--- src/rtl/sudoku_pkg.sv ---
// Shared sudoku types: cell/grid payloads, key command codes and grid geometry.
package sudoku_pkg;

  localparam int unsigned GRID_N = 9;
  localparam int unsigned CELL_W = 4;
  localparam int unsigned IDX_W  = 4;
  localparam int unsigned KEY_W  = 4;

  typedef logic [CELL_W-1:0]              cell_t;
  typedef cell_t [GRID_N-1:0][GRID_N-1:0] grid_t;
  typedef logic [IDX_W-1:0]               idx_t;
  typedef logic [KEY_W-1:0]               key_t;

  localparam key_t KEY_NONE      = 4'd0;
  localparam key_t KEY_UP        = 4'd1;
  localparam key_t KEY_DOWN      = 4'd2;
  localparam key_t KEY_LEFT      = 4'd3;
  localparam key_t KEY_RIGHT     = 4'd4;
  localparam key_t KEY_WRITE     = 4'd5;
  localparam key_t KEY_CLEAR     = 4'd6;
  localparam key_t KEY_CLEAR_ALL = 4'd7;

  localparam cell_t MAX_DIGIT = 4'd9;
  localparam idx_t  IDX_LAST  = IDX_W'(GRID_N - 1);

  // A nonzero given always wins over whatever the player typed.
  function automatic cell_t merge_cell(input cell_t given, input cell_t edit);
    return (given != '0) ? given : edit;
  endfunction

endpackage

--- src/rtl/gamelogic_cursor.sv ---
// Board cursor: moves on arrow keys and wraps modulo GRID_N on both axes.
import sudoku_pkg::*;

module gamelogic_cursor (
  input  logic clock,
  input  logic reset_n,
  input  logic cmd_valid,
  input  key_t key,
  output idx_t row,
  output idx_t col
);

  idx_t row_n;
  idx_t col_n;

  function automatic idx_t wrap_dec(input idx_t v);
    return (v == '0) ? IDX_LAST : v - idx_t'(1);
  endfunction

  function automatic idx_t wrap_inc(input idx_t v);
    return (v == IDX_LAST) ? '0 : v + idx_t'(1);
  endfunction

  always_comb begin
    row_n = row;
    col_n = col;
    if (cmd_valid) begin
      case (key)
        KEY_UP:    row_n = wrap_dec(row);
        KEY_DOWN:  row_n = wrap_inc(row);
        KEY_LEFT:  col_n = wrap_dec(col);
        KEY_RIGHT: col_n = wrap_inc(col);
        default: ;
      endcase
    end
  end

  always_ff @(posedge clock) begin
    if (!reset_n) begin
      row <= '0;
      col <= '0;
    end else begin
      row <= row_n;
      col <= col_n;
    end
  end

endmodule

--- src/rtl/gamelogic_top.sv ---
// Sudoku board logic: edit grid updated by key commands or guess loads, merged
// with the puzzle givens for display.
import sudoku_pkg::*;

module gamelogic_top (
  input  logic  clock,
  input  logic  reset_n,
  input  logic  board_enable,
  input  logic  board_sel,
  input  key_t  key_input,
  input  cell_t user_value,
  input  grid_t initial_grid,
  input  grid_t guess_grid,
  output grid_t display_grid
);

  grid_t edit_grid;
  grid_t edit_grid_n;
  idx_t  cur_row;
  idx_t  cur_col;
  logic  play_valid_c;
  logic  load_valid_c;
  logic  cell_free_c;

  assign play_valid_c = board_enable && board_sel;
  assign load_valid_c = board_enable && !board_sel;
  assign cell_free_c  = (initial_grid[cur_row][cur_col] == '0);

  gamelogic_cursor u_cursor (
    .clock     (clock),
    .reset_n   (reset_n),
    .cmd_valid (play_valid_c),
    .key       (key_input),
    .row       (cur_row),
    .col       (cur_col)
  );

  // Edits act on the cursor position sampled in the same cycle as the command.
  always_comb begin
    edit_grid_n = edit_grid;
    if (load_valid_c) begin
      edit_grid_n = guess_grid;
    end else if (play_valid_c) begin
      case (key_input)
        KEY_WRITE: begin
          if (cell_free_c && (user_value <= MAX_DIGIT)) begin
            edit_grid_n[cur_row][cur_col] = user_value;
          end
        end
        KEY_CLEAR: begin
          if (cell_free_c) begin
            edit_grid_n[cur_row][cur_col] = '0;
          end
        end
        KEY_CLEAR_ALL: edit_grid_n = '0;
        default: ;
      endcase
    end
  end

  always_ff @(posedge clock) begin
    if (!reset_n) begin
      edit_grid <= '0;
    end else begin
      edit_grid <= edit_grid_n;
    end
  end

  always_comb begin
    display_grid = '0;
    for (int r = 0; r < int'(GRID_N); r++) begin
      for (int c = 0; c < int'(GRID_N); c++) begin
        display_grid[r][c] = merge_cell(initial_grid[r][c], edit_grid[r][c]);
      end
    end
  end

endmodule

--- config.mk ---
export PLATFORM = sky130hd
export DESIGN_NAME = gamelogic_top
export DESIGN_NICKNAME = d
export VERILOG_FILES = /design/src/rtl/sudoku_pkg.sv /design/src/rtl/gamelogic_cursor.sv /design/src/rtl/gamelogic_top.sv
export SDC_FILE = /design/constraint.sdc
export NUM_CORES = 2
export LEC_CHECK = 0
export CAP_MARGIN = 0
export CORE_AREA = 2 2 382 384
export CTS_CLUSTER_SIZE = 12
export DETAILED_ROUTE_END_ITERATION = 8
export DIE_AREA = 0 0 384 386
export GPL_ROUTABILITY_DRIVEN = 0
export PLACE_DENSITY_LB_ADDON = 0.15
export SETUP_SLACK_MARGIN = 0.05
export SYNTH_ARGS = -nofsm -noshare
export SYNTH_HDL_FRONTEND = slang
export SYNTH_SLANG_ARGS = --single-unit
--- constraint.sdc ---
create_clock -name clock -period 3.2 [get_ports clock]
set_clock_uncertainty 0.2 [all_clocks]
set_input_delay 0.48 -clock clock [delete_from_list [all_inputs] [get_ports clock]]
set_output_delay 0.48 -clock clock [all_outputs]
set_load 0.01 [all_outputs]
==> impl.org <==
** Job
- Across the run, the number of max-cap violations was 0.

** Clock tree
- CTS saw around 330 sinks.
- CTS tree :: built
- Buffers inserted to repair hold after CTS numbered 0.
- Maximum buffer depth of the clock tree :: 3
- Clock latency on the worst-skew pair, taken at its later pin, is 640 ps.
- After clock tree synthesis, the clock-pin slew on the worst setup and hold paths is around 70 ps.
- Clk root buf :: sky130_fd_sc_hd__clkbuf_16
- The clock tree synthesis step divided the H-tree into 2 levels.
- TritonCTS Buffers :: 45

** Detailed routing
- Remaining DRCs :: 0
- After detailed routing, the number of vias per cell comes to 4.78.
- For this block, the via count after detailed routing is 31663.
- In this run, the number of DRC markers left after iteration 0 of detailed routing was between 2000 and 2500.
- The detail route stage leaves a number of antenna-violating nets equal to 0.
- The first detailed-routing pass took 6 iterations.
- Wires add up to 174 mm.
- Dividing the detail-routed wire length by the instance count gives 26.3 um.

** Setup path
- The slowest stage of the critical path belongs to the cell sky130_fd_sc_hd__mux4_2.
- Cell-by-cell trace of the critical path :: buf_6 > buf_12 > inv_8 > buf_12 > mux4_2 > nand2b_1 > a31oi_4 > a311oi_4 > buf_6 > a31o_4 > buf_12 > buf_12 > clkbuf_16 > a22o_1
- Worst-path fanout max :: 9
- CP endpoint kind :: register
- The critical path is of the register to register type.
- Critical path data arrival time :: 3680 ps
- In this design, the stage delay of the slowest critical-path cell is 540 ps.
- The worst setup path is launched from a register.
- For the worst setup path, the data required time is 3510 ps.
- Among the stages of the critical path, the cell type that occurs most often is sky130_fd_sc_hd__buf_12.

** Timing
- Subtracting the final worst setup slack from the clock period gives 3370 ps.
- Tightest slew margin relative to the limit :: 0.324
- Dividing the final minimum period by the clock period gives 1.05.
- Final setup margin :: -167 ps
- At the pin with the least slew margin, the transition time is 1010 ps.
- Setup violations remaining at the end of the flow were counted as 313.
- The final-report max-slew violation count is 0.
- Upper clock frequency limit :: 297 MHz
- The number of hold violations in the final report was 0.
- Adding up every negative setup slack in the final design gives -26240 ps.
- Final hold analysis gives a worst-case slack of 315 ps.
- Unrepaired setup endpoints after global routing :: true

** Pwr
- Summed over all cells, the static leakage comes to between 15 and 20 nW.
- In this run the power density over the cells is 318 mW/mm^2.
- Of the total power, combinational logic draws 0.292.
- The share of total power dissipated in the clock network is 0.379.
- The share of total power dissipated in sequential elements is 0.329.
- Cell internal power was estimated by the tool at 9.27 mW.
- Maximum ir drop on the vdd rail :: about 360 uV
- Of the total power, the share spent switching nets is 0.314.
- Switching Power :: 4.25 mW

** Floorplan
- In this run the vertical extent of the chip is 386 um.
- Placeable core region :: 0.145 sq mm
- Top-level port count :: 984
- The floorplan has 140 rows.
- Die Footprint :: 0.148 sq mm
- Initial standard-cell utilization of the core :: 0.163
- Die outline width :: 384 um

** Final layout
- The final layout contains about 5300 nets.
- Final Instance Count excl. Fillers :: 6620
- Area growth from synthesis to layout :: 80.0%
- Area of the multi-input gates :: between 0.015 and 0.02 sq mm
- Layout fillers :: 15714
- Summing all flip-flop and latch instances after layout gives around 0.0067 sq mm.
- In the final layout, the share of cells above drive strength 1 is 0.197.
- With fillers left out, the area of the finished cells amounts to 0.0425 sq mm.

** Placed design
- Timing analysis after detailed placement gives a worst setup slack of -1090 ps.
- Total instance count after detailed placement :: 6481
- DP Wirelength :: about 140 mm
- Port Buffer Count :: 983
- Area after DPL :: 0.0398 sq mm

** Synth
- For this run, the register share of the synthesized area comes to 0.281.
- The synthesized netlist occupies a cell area of 0.0236 sq mm.
- In the synthesized netlist, the number of instances is 3249.
- In the synthesized netlist the async set-or-reset flop fraction comes to 0.
- Each instance of the synthesized netlist takes up on average 7.27 sq um.
- Among all flip-flop cells after synthesis, the most frequent one is sky130_fd_sc_hd__dfxtp_1.
- During synthesis, Yosys emitted a total of 0 warnings.
- Counting flops and latches in the post-synthesis netlist gives 332.
- The synthesized netlist contains between 50 and 60 unique library cells.
- Yosys mapped a number of flops with a built-in enable equal to 0.
- Net count of the mapped netlist :: 3919

** Global routing
- Global-route congestion overflow total :: 0
- Gr usage total :: 0.222
- Vias in the first global route :: 31242
- Entering global routing, the biggest net connects 152 pins.
- The number of antenna violations at the first check in global routing is 52.
- Global-route wire length before repair :: 235 mm

** Status
- Failing checks :: negative setup slack
- Result of the run :: complete, but fails checks

** Worst hold path
- The path class of the tightest hold or removal check is register to register.
[synthesized netlist by cell type, types with 6 or more instances]
master	number	area (sq um)
sky130_fd_sc_hd__nor2_1	639	2400
sky130_fd_sc_hd__nor4_1	30	188
sky130_fd_sc_hd__o21ai_0	19	95.1
sky130_fd_sc_hd__buf_2	12	60.1
sky130_fd_sc_hd__a31o_2	139	1220
sky130_fd_sc_hd__a21oi_1	418	2090
sky130_fd_sc_hd__or4_1	6	45.0
sky130_fd_sc_hd__a22oi_1	337	2530
sky130_fd_sc_hd__nor4_2	6	75.1
sky130_fd_sc_hd__nand2_1	164	616
sky130_fd_sc_hd__mux4_2	8	180
sky130_fd_sc_hd__nand3b_1	119	893
sky130_fd_sc_hd__and3_1	6	37.5
sky130_fd_sc_hd__buf_6	23	259
sky130_fd_sc_hd__dfxtp_1	332	6650
sky130_fd_sc_hd__nor3_1	26	130
sky130_fd_sc_hd__clkbuf_1	173	649
sky130_fd_sc_hd__ha_1	10	125
sky130_fd_sc_hd__a21o_1	59	443
sky130_fd_sc_hd__nand3_1	13	65.1
sky130_fd_sc_hd__a22o_1	325	2850
sky130_fd_sc_hd__nor2b_1	7	43.8
sky130_fd_sc_hd__inv_1	218	818
sky130_fd_sc_hd__a31oi_1	86	538
sky130_fd_sc_hd__a41o_1	6	60.1
sky130_fd_sc_hd__and2_1	7	43.8
sky130_fd_sc_hd__buf_4	7	52.6
[placed cells by master, fill, tap and decap left out, types with 119 or more instances in the layout]
cell	instances
sky130_fd_sc_hd__a22oi_1	337
sky130_fd_sc_hd__nand3b_1	119
sky130_fd_sc_hd__clkdlybuf4s50_1	983
sky130_fd_sc_hd__dfxtp_1	330
sky130_fd_sc_hd__a22o_1	325
sky130_fd_sc_hd__nor2_1	632
sky130_fd_sc_hd__nand2_1	160
sky130_fd_sc_hd__buf_4	488
sky130_fd_sc_hd__inv_1	218
sky130_fd_sc_hd__a21oi_1	415
sky130_fd_sc_hd__a31o_2	138
[path summary, 6_finish.rpt]
path	end	cells after the start	slack [ps]	startpoint
max	edit_grid[232]	14	-170	u_cursor.row[1]
min	edit_grid[87]	1	310	edit_grid[87]
max reg2reg	edit_grid[232]	14	-170	u_cursor.row[1]
min reg2reg	edit_grid[87]	1	310	edit_grid[87]
[per-layer routing]
metal / global-route usage / vias up / wire length, um
met5: 0 / - / 173
met4: 0.0875 / 26 / 6460
met3: 0.0530 / 208 / 12200
met2: 0.366 / 1198 / 81800
met1: 0.276 / 15269 / 73500
li1: - / 14962 / -
[final cells by class]
cell class                 instances  area share
multi-input combinational       2480       0.373
timing repair buffer            1563       0.359
sequential                       332       0.157
tap                             1917      0.0564
clock buffer                      68      0.0309
inverter                         220      0.0197
clock inverter                    14     0.00309
antenna                           26     0.00153
[power groups by stage]
stage                     sequential, mW  combinational [mW]  clock (mW)
after floorplan                     4.45                1.32           0
after global placement              4.54                3.80           0
after detailed placement            4.54                3.80           0
after CTS                           4.45                3.91        5.28
after global routing                4.46                4.20        5.43
final                               4.45                3.95        5.12
[cell families (layout without fill, tap and decap cells)]
kind of cell / after synthesis / after routing / share of synthesized area
AO/OA/AOI/OAI: 1419 / 1419 / 0.428
multiplexers: 13 / 13 / 0.00980
other: 0 / 26 / 0
XOR/XNOR: 1 / 1 / 0.000371
adder cells (fa/ha/maj): 10 / 10 / 0.00530
buffers and inverters: 437 / 1865 / 0.0785
AND/OR/NAND/NOR: 1037 / 1037 / 0.197
flip-flops: 332 / 332 / 0.281
[critical path: cells and delay by family, from the launching register on]
| family | cells | cell delay (ps) |
|---|---|---|
| mux | 1 | 540 |
| simple gates | 1 | 240 |
| compound gates | 4 | 780 |
| flops | 1 | 400 |
| buf+inv | 8 | 1060 |
[timing repair]
item | CTS | global route
endpoints found under the setup margin | 324 | 324
pin swaps | 7 | 30
endpoints found under the hold margin | 0 | 0
cloned | 5 | 7
resized for setup | 92 | 62
setup buffers | 18 | 6
[metrics by stage]
step,util,power (mW)
final,0.294,13.5
after global routing,0.294,14.1
after CTS,0.290,13.6
after detailed placement,0.275,8.33
after global placement,0.275,8.34
after floorplan,-,5.77
[sequential cells by signal (all words and copies together), names as in the netlist]
signal / count
edit_grid: 324
u_cursor.col: 4
u_cursor.row: 4
No activity file was read; power rests on OpenSTA's default activity.
